==> config.mk <==
export PLATFORM = sky130hd
export DESIGN_NAME = reg_issue_stage
export DESIGN_NICKNAME = d
export VERILOG_FILES = /design/src/rtl/alu_pkg.sv /design/src/rtl/regfile_nx16.sv /design/src/rtl/reg_issue_stage.sv
export SDC_FILE = /design/constraint.sdc
export NUM_CORES = 1
export LEC_CHECK = 0
export CORE_MARGIN = 2
export CORE_UTILIZATION = 50
export DETAILED_ROUTE_END_ITERATION = 16
export HOLD_SLACK_MARGIN = 0.03
export PLACE_DENSITY = 0.69
export SYNTH_ARGS = -nofsm -noshare
export SYNTH_HDL_FRONTEND = slang
export SYNTH_HIERARCHICAL = 1
export SYNTH_SLANG_ARGS = --single-unit
==> constraint.sdc <==
create_clock -name clk -period 2.5 [get_ports clk]
set_input_delay 0.625 -clock clk [delete_from_list [all_inputs] [get_ports clk]]
set_output_delay 0.625 -clock clk [all_outputs]
set_load 0.005 [all_outputs]
==> src/rtl/alu_pkg.sv <==
// Shared definitions for the issue stage and its ALU: data width and opcodes.
package alu_pkg;

    localparam int DATA_W = 16;

    typedef logic [DATA_W-1:0] data_t;

    typedef enum logic [1:0] {
        OP_AND  = 2'b00,
        OP_OR   = 2'b01,
        OP_NAND = 2'b10,
        OP_NOR  = 2'b11
    } alu_op_e;

endpackage

==> src/rtl/regfile_nx16.sv <==
// NREG x 16-bit register array.
// - Two combinational operand read ports and one combinational debug port.
// - Two write ports: wr0 (external load) beats wr1 (writeback) on an address clash.
// - Writes only land on the edge, so reads never see same-cycle write-through.
// - Addresses at or above NREG match no register, so writes to them are dropped.
module regfile_nx16 import alu_pkg::*; #(
    parameter int NREG = 8,
    parameter int AW   = $clog2(NREG)
) (
    input  logic          clk,
    input  logic          rst_n,
    input  logic [AW-1:0] rd0_addr,
    output data_t         rd0_data,
    input  logic [AW-1:0] rd1_addr,
    output data_t         rd1_data,
    input  logic [AW-1:0] dbg_addr,
    output data_t         dbg_data,
    input  logic          wr0_en,
    input  logic [AW-1:0] wr0_addr,
    input  data_t         wr0_data,
    input  logic          wr1_en,
    input  logic [AW-1:0] wr1_addr,
    input  data_t         wr1_data
);

    data_t mem_q [NREG];

    genvar gi;
    generate
        for (gi = 0; gi < NREG; gi++) begin : g_reg
            // One register: cleared by reset, load port written ahead of writeback.
            always_ff @(posedge clk or negedge rst_n) begin
                if (!rst_n) begin
                    mem_q[gi] <= '0;
                end else if (wr0_en && (wr0_addr == AW'(gi))) begin
                    mem_q[gi] <= wr0_data;
                end else if (wr1_en && (wr1_addr == AW'(gi))) begin
                    mem_q[gi] <= wr1_data;
                end
            end
        end
    endgenerate

    // Read muxes; an address with no matching register reads as zero.
    always_comb begin
        rd0_data = '0;
        rd1_data = '0;
        dbg_data = '0;
        for (int i = 0; i < NREG; i++) begin
            if (rd0_addr == AW'(i)) rd0_data = mem_q[i];
            if (rd1_addr == AW'(i)) rd1_data = mem_q[i];
            if (dbg_addr == AW'(i)) dbg_data = mem_q[i];
        end
    end

endmodule

==> src/rtl/reg_issue_stage.sv <==
// Two-stage register-read / issue stage in front of an external combinational ALU.
// Cycle N: operands are read (with forwarding from the execute stage) and registered.
// Cycle N+1: the ALU result is shown on the wb_* outputs and written back at the edge.
// The external load port has priority: it stalls issue for the cycle it is used.
module reg_issue_stage import alu_pkg::*; #(
    parameter  int NREG = 8,
    localparam int AW   = $clog2(NREG)
) (
    input  logic          clk,
    input  logic          rst_n,
    input  logic          in_valid,
    output logic          in_ready,
    input  logic [1:0]    in_op,
    input  logic [AW-1:0] in_rs,
    input  logic [AW-1:0] in_rt,
    input  logic [AW-1:0] in_rd,
    input  logic          ld_en,
    input  logic [AW-1:0] ld_addr,
    input  logic [15:0]   ld_data,
    output logic [1:0]    alu_op,
    output logic [15:0]   alu_i0,
    output logic [15:0]   alu_i1,
    input  logic [15:0]   alu_o,
    input  logic          alu_cout,
    output logic          wb_valid,
    output logic [AW-1:0] wb_addr,
    output logic [15:0]   wb_data,
    output logic          flag_c,
    input  logic [AW-1:0] dbg_addr,
    output logic [15:0]   dbg_data
);

    // Execute-stage pipeline registers.
    logic          ex_valid_q, ex_valid_d;
    alu_op_e       alu_op_q,   alu_op_d;
    data_t         alu_i0_q,   alu_i0_d;
    data_t         alu_i1_q,   alu_i1_d;
    logic [AW-1:0] ex_rd_q,    ex_rd_d;
    logic          flag_c_q,   flag_c_d;

    data_t         rf_rs_data;
    data_t         rf_rt_data;
    data_t         opnd_a;
    data_t         opnd_b;
    logic          accept;
    logic          fwd_rs;
    logic          fwd_rt;

    regfile_nx16 #(
        .NREG (NREG),
        .AW   (AW)
    ) u_regfile (
        .clk      (clk),
        .rst_n    (rst_n),
        .rd0_addr (in_rs),
        .rd0_data (rf_rs_data),
        .rd1_addr (in_rt),
        .rd1_data (rf_rt_data),
        .dbg_addr (dbg_addr),
        .dbg_data (dbg_data),
        .wr0_en   (ld_en),
        .wr0_addr (ld_addr),
        .wr0_data (ld_data),
        .wr1_en   (ex_valid_q),
        .wr1_addr (ex_rd_q),
        .wr1_data (alu_o)
    );

    // Handshake and writeback view.
    // in_ready is held low during reset so every output reads zero.
    // The wb_* outputs are gated by the execute-valid bit, so they are quiet when idle.
    always_comb begin
        in_ready = rst_n & ~ld_en;
        accept   = in_valid & in_ready;
        wb_valid = ex_valid_q;
        wb_addr  = ex_valid_q ? ex_rd_q : '0;
        wb_data  = ex_valid_q ? alu_o   : '0;
    end

    // Operand forwarding.
    // The instruction in execute has not yet written the array,
    // so a matching source takes the live ALU result instead.
    always_comb begin
        fwd_rs = ex_valid_q && (in_rs == ex_rd_q);
        fwd_rt = ex_valid_q && (in_rt == ex_rd_q);
        opnd_a = fwd_rs ? alu_o : rf_rs_data;
        opnd_b = fwd_rt ? alu_o : rf_rt_data;
    end

    // Next state of the execute stage.
    // Operands only change on an accept; the valid bit tracks accept every cycle.
    always_comb begin
        ex_valid_d = accept;
        alu_op_d   = alu_op_q;
        alu_i0_d   = alu_i0_q;
        alu_i1_d   = alu_i1_q;
        ex_rd_d    = ex_rd_q;
        flag_c_d   = flag_c_q;
        if (accept) begin
            alu_op_d = alu_op_e'(in_op);
            alu_i0_d = opnd_a;
            alu_i1_d = opnd_b;
            ex_rd_d  = in_rd;
        end
        if (ex_valid_q) begin
            flag_c_d = alu_cout;
        end
    end

    // Pipeline state registers.
    // Reset discards any in-flight instruction and zeroes all driven operands.
    always_ff @(posedge clk or negedge rst_n) begin
        if (!rst_n) begin
            ex_valid_q <= 1'b0;
            alu_op_q   <= OP_AND;
            alu_i0_q   <= '0;
            alu_i1_q   <= '0;
            ex_rd_q    <= '0;
            flag_c_q   <= 1'b0;
        end else begin
            ex_valid_q <= ex_valid_d;
            alu_op_q   <= alu_op_d;
            alu_i0_q   <= alu_i0_d;
            alu_i1_q   <= alu_i1_d;
            ex_rd_q    <= ex_rd_d;
            flag_c_q   <= flag_c_d;
        end
    end

    assign alu_op = alu_op_q;
    assign alu_i0 = alu_i0_q;
    assign alu_i1 = alu_i1_q;
    assign flag_c = flag_c_q;

endmodule

==> qor.yml <==
status: "completed"
max-slew-margin-rel_pct: 32.2
first_pass_iters: 6
insertion_delay_ps: 430
finClkSkew_ps: 8.03
cp_max_fo: 7
grt_use_total_pct: 32.3
netlist.area_leader.share_pct: 34.1
synth-seq-cells: 167
hold_buffers: 0
syn-instance-count: 1289
ant_nets: 0
place_ws_ps: -719
drt_iter0_drc: 1452
final-setup-viol-count: 0
syn_nets: 1343
finalCriticalPeriod_ps: 2480
synth_edf_count: 0
fp.coreArea_sq_um: 24200
area_delta_synth_final_pct: 22.5
clkSlewWorstSetupHoldPaths_ps: 70
portBuffers: 125
hold_viol: 0
synth_flop_cell: "dfrtp_1"
power_mw: 10.7
drv_cap: 0
cp_slowest_cell: "mux4_2"
antenna_found_initial: 0
crit_chain: "buf_16 -> buf_12 -> mux4_2 -> mux2_4 -> clkdlybuf4s15_1"
initial_utilization_pct: 50.7
netlist_top_cells_area: "dfrtp_1 (34%), mux2i_1 (13%), o21ai_0 (3.0%)"
post_drt_wl_per_cell_um: 23.6
io-pin-count: 126
max_freq_mhz: 404
layout_setup_ws_ps: 23.5
drt-total-wl_um: 41600
die_w_um: 161
overflow: 0
htree_levels: 4
power_frac_clock_pct: 25.2
pwr_density_cell_nw_per_um2: 714
synth_warnings: 6
synth_most_common_cell: "dfrtp_1"
worstPathArrival_ps: 1850
worstMarginPinSlew_ps: 1020
p_leak_nw: 6.20
irDropWorstVdd_mv: 0.451
vias_per_cell: 6.41
startpoint_type: "primary input"
ctsRootBufferMaster: "clkbuf_16"
path_class: "in -> out"
cp-end-kind: "output port"
hp-class: "in -> async"
numClockSinks: 167
drv_slew: 0
grt_pass1_wl_um: 63900
fin_crit_sh_pct: 99.1
synth_largest_area_cell: "dfrtp_1"
fillCellCount: 2031
syn_area_sq_um: 12300
syn_avg_cell_area_sq_um: 9.51
cts_tree: "yes"
clock_path_buffers: 2
combinationalPowerShare_pct: 36.4
seqPwrFrac_pct: 38.3
critPathMaxStageDelay_ps: 480
cts_inserted_buffers: 17
cp.required_ps: 1880
post-route-cell-area_sq_um: 15000
grt_pass1_vias: 10600
ys_seq_area_share_pct: 34.1
dp.final_hpwl_um: 26600
power_switching_mw: 3.80
synthArstFlopShare_pct: 100
swShare_pct: 35.4
rows: 57
routed-via-count: 11300
grt_max_degree: 168
placed_area_sq_um: 14100
die_y_um: 161
synth_commonest_cells: "dfrtp_1 (167), mux2i_1 (157), nor2_1 (96)"
nets: 1479
dieArea_sq_um: 25800
gp_congestion: 0.916
drc: 0
final_layout_size_suffix_gt1_share_pct: 20.0
yosysUniqueCellTypes: 56
p_int_mw: 6.92
==> power groups by stage <==
stage               registers (mW)  logic, mW  clock network, mW
global route                  4.18       4.20               2.84
global placement              4.16       3.48                  0
finish                        4.11       3.91               2.71
detailed placement            4.18       3.57                  0
floorplan                     3.92       2.35                  0
CTS                           4.07       3.84               2.74
==> timing repair <==
| action | CTS | global route |
|---|---|---|
| setup buffers | 33 | 0 |
| resized for setup | 66 | 12 |
| endpoints found under the setup margin | 23 | 27 |
| pin swaps | 4 | 3 |
| cloned | 1 | 0 |
==> critical path, delay by kind of cell <==
family,cells,cell delay [ps]
muxes,2,770
buffers and inverters,3,450
==> cells in the final DEF, fill, tap and decap left out, drive strengths merged, types with 15 or more instances in the layout <==
master and n:
a211oi 24, a21o 16, a21oi 64, a22o 36, a22oi 19, a31oi 56
and2 21, buf 161, clkbuf 23, clkdlybuf4s50 92, dfrtp 167, mux2 15
mux2i 157, mux4 21, nand2 95, nand4 34, nor2 96, nor2b 53
nor3b 16, o21ai 113, o41ai 32, or3b 15
==> metal layers <==
layer	track usage [%]	part of all wire (%)	vias up
met2	48.3	43	685
met3	6.64	10	120
li1	-	-	5048
met5	0	0	-
met1	46.4	43	5446
met4	11.6	3.6	0
==> metrics by stage <==
stage / util [%] / std cells / hold slack, ps / setup TNS [ps]
floorplan: - / 1289 / 329 / 0
global placement: 58.4 / 1696 / 489 / -10360
detailed placement: 58.4 / 1696 / 495 / -10170
CTS: 62.2 / 1762 / 432 / 0
global route: 62.1 / 1762 / 431 / -2.19
finish: 62.1 / 1763 / 294 / 0
==> final cells by class <==
type | instances | area [sq um] | share of cell area (%)
timing repair buffer | 273 | 2630 | 17.5
clock buffer | 18 | 439 | 2.92
antenna | 1 | 2.50 | 0.0167
clock inverter | 14 | 146 | 0.974
inverter | 1 | 5.00 | 0.0333
sequential | 167 | 4180 | 27.8
tap | 324 | 405 | 2.70
multi-input combinational | 965 | 7220 | 48.0
==> path summary, 6_finish.rpt <==
kind	startpoint	to	slack (ps)	depth (start not counted)
worst max-delay path	dbg_addr[0]	dbg_data[13]	20	5
worst max register to register	ex_rd_q[1]	alu_i0[9]	330	4
worst min-delay path	rst_n	ex_rd_q[2]	290	2
worst min register to register	alu_op[0]	alu_op[0]	510	1
min in group clk	alu_op[0]	alu_op[0]	510	1
max in group asynchronous	rst_n	u_regfile/mem_q[31]	1400	2
==> kinds of logic (layout without fill, tap and decap cells) <==
group,count (synthesis),count (layout),synth area share (%)
DFF,167,167,34.1
xor gates and xnor gates,12,12,1.78
muxes,193,193,18.4
AOI/OAI and AO/OA,389,389,21.9
other,0,1,0
buffers and inverters,158,306,7.54
and+or+nand+nor,370,371,16.3
==> sequential cells by signal, indices dropped and copies added, names as in the netlist <==
register         cells
alu_i1              16
flag_c               1
ex_rd_q              3
u_regfile/mem_q    128
alu_i0              16
wb_valid             1
alu_op               2
No activity file was read; power rests on OpenSTA's default activity.
